<file path="src/rtl/hack_alu_pipe.sv">
// hack_alu_pipe: two-stage pipelined Hack ALU with valid/ready handshakes on
// both sides. S1 holds the conditioned operands (zx/nx, zy/ny already applied)
// plus f/no; S2 holds the registered result together with zr, ng, cy and ov.
module hack_alu_pipe #(
  parameter int WIDTH = 16
) (
  input  logic             clk,
  input  logic             reset,
  input  logic             in_valid,
  output logic             in_ready,
  input  logic [WIDTH-1:0] x,
  input  logic [WIDTH-1:0] y,
  input  logic [5:0]       ctrl,
  output logic             out_valid,
  input  logic             out_ready,
  output logic [WIDTH-1:0] out,
  output logic             zr,
  output logic             ng,
  output logic             cy,
  output logic             ov
);

  localparam int MSB = WIDTH - 1;

  // Operand conditioning: optional force-to-zero, then optional bitwise invert.
  function automatic logic [WIDTH-1:0] precondition(input logic [WIDTH-1:0] v,
                                                    input logic             zero,
                                                    input logic             inv);
    logic [WIDTH-1:0] t;
    t = zero ? {WIDTH{1'b0}} : v;
    precondition = inv ? ~t : t;
  endfunction

  // Signed overflow of px + py: operands agree in sign, result sign differs.
  function automatic logic add_overflow(input logic a_msb,
                                        input logic b_msb,
                                        input logic s_msb);
    add_overflow = (a_msb == b_msb) & (s_msb != a_msb);
  endfunction

  // Stage 1 state
  logic             s1_valid_r;
  logic [WIDTH-1:0] s1_px_r;
  logic [WIDTH-1:0] s1_py_r;
  logic             s1_f_r;
  logic             s1_no_r;

  // Stage 2 state (drives the outputs directly)
  logic             s2_valid_r;
  logic [WIDTH-1:0] s2_out_r;
  logic             s2_zr_r;
  logic             s2_ng_r;
  logic             s2_cy_r;
  logic             s2_ov_r;

  // Handshake and datapath nets
  logic             in_xfer_s;
  logic             out_xfer_s;
  logic             s2_adv_s;
  logic [WIDTH:0]   sum_s;
  logic [WIDTH-1:0] r_s;
  logic             cy_s;
  logic             ov_s;
  logic [WIDTH-1:0] out_nx_s;

  // S1 moves into S2 whenever S2 is empty or is being drained this cycle.
  assign s2_adv_s   = s1_valid_r & (~s2_valid_r | out_ready);
  assign in_ready   = ~s1_valid_r | s2_adv_s;
  assign in_xfer_s  = in_valid & in_ready;
  assign out_xfer_s = s2_valid_r & out_ready;

  assign out_valid = s2_valid_r;
  assign out       = s2_out_r;
  assign zr        = s2_zr_r;
  assign ng        = s2_ng_r;
  assign cy        = s2_cy_r;
  assign ov        = s2_ov_r;

  // S1 capture: load on input transfer (also covers same-cycle pass-through),
  // otherwise empty the stage when its op moves on to S2.
  always_ff @(posedge clk or posedge reset) begin
    if (reset) begin
      s1_valid_r <= 1'b0;
      s1_px_r    <= {WIDTH{1'b0}};
      s1_py_r    <= {WIDTH{1'b0}};
      s1_f_r     <= 1'b0;
      s1_no_r    <= 1'b0;
    end else if (in_xfer_s) begin
      s1_valid_r <= 1'b1;
      s1_px_r    <= precondition(x, ctrl[5], ctrl[4]);
      s1_py_r    <= precondition(y, ctrl[3], ctrl[2]);
      s1_f_r     <= ctrl[1];
      s1_no_r    <= ctrl[0];
    end else if (s2_adv_s) begin
      s1_valid_r <= 1'b0;
    end
  end

  // S2 next value: add or AND, flags from the pre-negation add, then optional NOT.
  always_comb begin
    sum_s    = {1'b0, s1_px_r} + {1'b0, s1_py_r};
    r_s      = {WIDTH{1'b0}};
    cy_s     = 1'b0;
    ov_s     = 1'b0;
    if (s1_f_r) begin
      r_s  = sum_s[WIDTH-1:0];
      cy_s = sum_s[WIDTH];
      ov_s = add_overflow(s1_px_r[MSB], s1_py_r[MSB], sum_s[MSB]);
    end else begin
      r_s  = s1_px_r & s1_py_r;
      cy_s = 1'b0;
      ov_s = 1'b0;
    end
    out_nx_s = s1_no_r ? ~r_s : r_s;
  end

  // S2 capture: result and flags change only on a load; a drain with no
  // incoming op just clears the valid bit so the data stays held.
  always_ff @(posedge clk or posedge reset) begin
    if (reset) begin
      s2_valid_r <= 1'b0;
      s2_out_r   <= {WIDTH{1'b0}};
      s2_zr_r    <= 1'b1;
      s2_ng_r    <= 1'b0;
      s2_cy_r    <= 1'b0;
      s2_ov_r    <= 1'b0;
    end else if (s2_adv_s) begin
      s2_valid_r <= 1'b1;
      s2_out_r   <= out_nx_s;
      s2_zr_r    <= (out_nx_s == {WIDTH{1'b0}});
      s2_ng_r    <= out_nx_s[MSB];
      s2_cy_r    <= cy_s;
      s2_ov_r    <= ov_s;
    end else if (out_xfer_s) begin
      s2_valid_r <= 1'b0;
    end
  end

endmodule

</file>
<file path="config.mk">
export PLATFORM = sky130hd
export DESIGN_NAME = hack_alu_pipe
export DESIGN_NICKNAME = d
export VERILOG_FILES = /design/src/rtl/hack_alu_pipe.sv
export SDC_FILE = /design/constraint.sdc
export NUM_CORES = 1
export LEC_CHECK = 0
export BUFFER_PORTS_ARGS = -buffer_cell sky130_fd_sc_hd__buf_2
export CAP_MARGIN = 10
export CORE_MARGIN = 2
export CORE_UTILIZATION = 30
export CTS_CLUSTER_DIAMETER = 30
export CTS_CLUSTER_SIZE = 24
export DETAILED_ROUTE_END_ITERATION = 16
export GPL_ROUTABILITY_DRIVEN = 1
export PLACE_DENSITY = 0.59
export SYNTH_ARGS = -nofsm -noshare
export SYNTH_HDL_FRONTEND = slang
export SYNTH_SLANG_ARGS = --single-unit
</file>
<file path="constraint.sdc">
create_clock -name clk -period 3.22 [get_ports clk]
set_clock_uncertainty 0.1 [all_clocks]
set_input_delay 0.644 -clock clk [delete_from_list [all_inputs] [get_ports clk]]
set_output_delay 0.644 -clock clk [all_outputs]
set_load 0.01 [all_outputs]
</file>
Word level (Yosys, flattened, before mapping)
Cells that the tools add are included.
{"block": "word_totals", "out_inout_bits": 22, "in_bits": 42, "elab_cells": 41, "ff_bits": 56}
{"block": "classes", "add_sub_neg": 1, "eq_ne": 2, "mux": 12, "reduce_logical": 3, "bitwise": 12}
{"op": "two-way mux 16 bit", "n": 6}
{"op": "NOT 16 bit", "n": 3}
{"op": "adder 16 x 16 -> 17 bit", "n": 1}
{"op": "bitwise AND 16 bit", "n": 1}
{"op": "logical NOT 16 bit", "n": 1}
{"op": "two-way mux 1 bit", "n": 6}
{"op": "bitwise AND 1 bit", "n": 4}
{"op": "nonzero test 2 bit", "n": 2}
{"op": "NOT 1 bit", "n": 2}
{"op": "OR 1 bit", "n": 2}
{"op": "== test 1 bit", "n": 1}
{"op": "!= test 1 bit", "n": 1}

Logic depth before layout (Yosys ltp)
{"block": "logic_depth", "depth_word": 6, "ltp_mapped": 11, "ltp_nobuf": 11}

Worst setup path before layout
No wires, ideal clock.
{"block": "synth_timing", "path_kind": "register to register", "start": "register s1_px_r[0]", "end": "register s2_zr_r, in the netlist zr", "path_buffers": 0, "period_less_slack_ps": 2773, "setup_time_ps": 91, "t_arrival_ps": 2582, "setup_slack_ps": 447, "t_required_ps": 3029, "stages_incl_launch_ff": 12, "cell_sequence": "dfrtp_1 -> ha_1 -> fa_1 -> a211oi_2 -> o211ai_2 -> and4_4 -> nor3_4 -> mux2i_1 -> nor3_1 -> and4bb_2 -> nand4b_1 -> o31ai_1"}
{"block": "synth_between", "elab_chain_len": 5, "elab_cells_between_ends": 6, "classes_between": "1 x add/sub; 2 x mux; 2 x bitwise; 1 x reduce/logical"}
{"element": "start, declared", "line": "43", "rtl": "logic [WIDTH-1:0] s1_px_r;"}
{"element": "start signal, assigned", "line": "84", "rtl": "s1_px_r <= {WIDTH{1'b0}};"}
{"element": "start signal, assigned", "line": "90", "rtl": "s1_px_r <= precondition(x, ctrl[5], ctrl[4]);"}
{"element": "adder 16 x 16 -> 17 bit / bitwise AND 16 bit (equally long branches)", "line": "101, 110"}
{"element": "two-way mux 16 bit *", "line": "105", "rtl": "if (s1_f_r) begin"}
{"element": "NOT 16 bit", "line": "114", "rtl": "out_nx_s = s1_no_r ? ~r_s : r_s;"}
{"element": "two-way mux 16 bit *", "line": "114"}
{"element": "logical NOT 16 bit *", "line": "130", "rtl": "s2_zr_r <= (out_nx_s == {WIDTH{1'b0}});"}
{"element": "end signal, assigned", "line": "130"}
{"element": "end, declared", "line": "51", "rtl": "logic s2_zr_r;"}
Mark *: on every way between the ends. The rest lies on a longest branch, timed or not.
A chain may end at the register's enable or synchronous reset.

Worst setup path after layout
{"block": "layout_timing", "start": "register s1_px_r[2]", "end": "register s2_out_r[15], in the netlist out[15]"}
{"block": "layout_between", "elab_chain_len": 4}
{"element": "adder 16 x 16 -> 17 bit *", "line": "101", "rtl": "sum_s = {1'b0, s1_px_r} + {1'b0, s1_py_r};"}
{"element": "two-way mux 16 bit *", "line": "105"}
{"element": "NOT 16 bit", "line": "114"}
{"element": "two-way mux 16 bit *", "line": "114"}
{"element": "end signal, assigned", "line": "122", "rtl": "s2_out_r <= {WIDTH{1'b0}};"}
{"element": "end signal, assigned", "line": "129", "rtl": "s2_out_r <= out_nx_s;"}
{"element": "end, declared", "line": "50", "rtl": "logic [WIDTH-1:0] s2_out_r;"}
Marks and branches as above.

==> run metrics <==
crit path kind register to register; Mapped Cells 398; setup bufs post-CTS 0; Worst setup EP type register; CP Data Required Time 3.30 ns; Synthesized Nets 457; proportion of layout cells with a drive suffix above 1 21.24%; Area growth, synth to finish 16.14%; Overflow after GRT 0; DR WL/cell 12.55 um; Hold Vio Cnt, Final 0; hold_buf cts 0; minimum hold slack 0.2930 ns; worst-path cell with the longest stage delay ha_1; Period minus WS final 2.910 ns; clock-pin slew on the worst setup and hold paths 0.07 ns; WL final 7518 um; post-route cell area 4277 um2; Routed Antenna Nets 0; Post-layout nets 510; Syn. warnings 0; unrepaired setup endpoints after global routing no; Root Driver clkbuf_16; largest net degree at the start of global routing 46; # DRC 0; Die Area 13180 um2; setup_tns 0 ns; Post-synth EDFFs 0; Cell Chain, Critical Path ha_1 > o21ai_1 > o21a_1 > o31a_1 > a222oi_1 > a21oi_2 > xnor2_1 > mux2i_1 > xnor2_1 > mux2_1; later-pin clock latency in the skew report 0.29 ns; most repeated library cell on the critical path xnor2_1; post-detail-place hpwl 6067 um; dpl cell area 4119 um2; H-tree levels 2; Worst slew margin 44.22%; Final Cycle Share 90.38%; CTS max path bufs 2; synth unique cells 53; Leak 1.868 nW; FMAX 343.6 MHz; DIE WIDTH 114.8 um; crit start category register; setup violators final 0; syn_area_per_cell 9.252 um2; total global-route track usage 11.78%; max-cap violations 0; Max FO, Critical Path 5; vias in the first global route 2655; IO Count 64; drt via density 4.601; CTS-repair resized insts 0; synthesized flop and latch total 55; initial antenna violation count 0; starting density of the core 30.66%; Iter 0 DRT Violations 143; row count 40; CP max stage delay 0.42 ns; ys async rst share 100.0%; input/output buffers 63; total power 2.686 mW; Final Wtd Congestion 0.8162; CTS Buf Count 5; count of pins over their slew limit 0; DR pass1 iterations 4; core area 12010 um2; power density over the cells 628.1 nW/um2; Diodes inserted 0; arrival time at the worst endpoint 2.99 ns; vias 2756; first-pass GRT wire length 12650 um; total clock sinks 55; top_reg_cell synth dfrtp_1; outcome completed; share of the yosys chip area belonging to registers 37.41%; Die H 114.8 um; CTS tree built; Worst VDD drop 0.2541 mV; Mapped Area 3682 um2; Worst Max-Slew Pin Slew 0.8367 ns; HP Class input port to async pin
==> cells in the mapped netlist, types with 4 or more instances <==
library cell   n  area (um2)
ha_1          16       200.2
nor2b_1       34       212.7
mux2i_1       12       120.1
dfrtp_1       54        1351
clkbuf_1      16       60.06
a21oi_1       12       60.06
xnor2_1       49       429.2
o21ai_0       48       240.2
and3_1         4       25.02
mux2_2         8       90.09
xor2_1         9       78.83
nand2b_1       6       37.54
inv_1          7       26.28
nor3_1         7       35.03
nand2_1       53       198.9
nor2_1         7       26.28
==> through the flow <==
step	worst slack [ns]	utilization, %	cells
after floorplan	0.4470	-	398
after global placement	0.2752	34.29	591
after detailed placement	0.1322	34.29	591
after CTS	0.1066	35.50	599
after global routing	0.06599	35.60	599
final	0.3099	35.60	599
==> cells by family after synthesis <==
logic type / count (synthesis) / share of synthesized area, %
compound gates: 94 / 15.73
xor+xnor: 58 / 13.80
fa+ha+maj: 17 / 5.980
buf+inv: 29 / 3.432
flops: 55 / 37.41
mux: 21 / 6.014
simple gates: 124 / 17.64
==> report_power, final <==
group | internal (mW) | switching [mW] | total (mW)
clock network | 0.287 | 0.250 | 0.537
registers | 0.862 | 0.117 | 0.979
logic | 0.545 | 0.626 | 1.17
total | 1.69 | 0.992 | 2.69
==> state kept, by name, summed over array words and instances (netlist names) <==
name and flops:
s1_px_r 16, zr 1, s1_valid_r 1, cy 1
out_valid 1, ov 1, out 16, s1_f_r 1
s1_py_r 16, s1_no_r 1
==> path summary, 6_finish.rpt <==
kind / slack [ns] / endpoint / start / cells after the start
max: 0.31 / out[15] / s1_px_r[2] / 10
min: 0.29 / out[0] / reset / 2
max reg2reg: 0.31 / out[15] / s1_px_r[2] / 10
min reg2reg: 0.38 / out[3] / out[3] / 2
max in group asynchronous: 1.96 / s1_py_r[11] / reset / 3
min in group clk: 0.38 / out[3] / out[3] / 2
==> layout by cell type, fill, tap and decap left out, types with 4 or more instances in the layout <==
master and instances:
a21oi_1 12, and3_1 4, buf_2 63, buf_4 5, clkbuf_16 5, dfrtp_1 54
ha_1 15, inv_1 6, mux2_2 8, mux2i_1 12, nand2_1 53, nand2b_1 6
nor2_1 7, nor2b_1 34, nor3_1 7, o21ai_0 48, xnor2_1 49, xor2_1 9
==> critical path: cells and delay by family (launching register included) <==
family                     cells  cell delay (ns)
AOI/OAI and AO/OA              5             1.17
xor gates and xnor gates       2             0.24
adders and majority gates      1             0.42
DFF                            1             0.39
muxes                          2             0.48
==> final cells by class <==
type / count / area [um2]
flip-flops and latches: 55 / 1378
clock inverters: 3 / 20.02
multi-input cells: 314 / 2191
inverters: 7 / 26.28
repair buffers: 68 / 352.8
fillers: 1258 / 7735
well taps: 147 / 183.9
clock buffers: 5 / 125.1
==> routing by layer <==
layer	track usage, %	part of all wire (%)
met1	16.69	53
met2	18.34	41
met3	2.372	4.6
met4	3.373	1.4
met5	0	0
(Power assumes the default switching activity.)
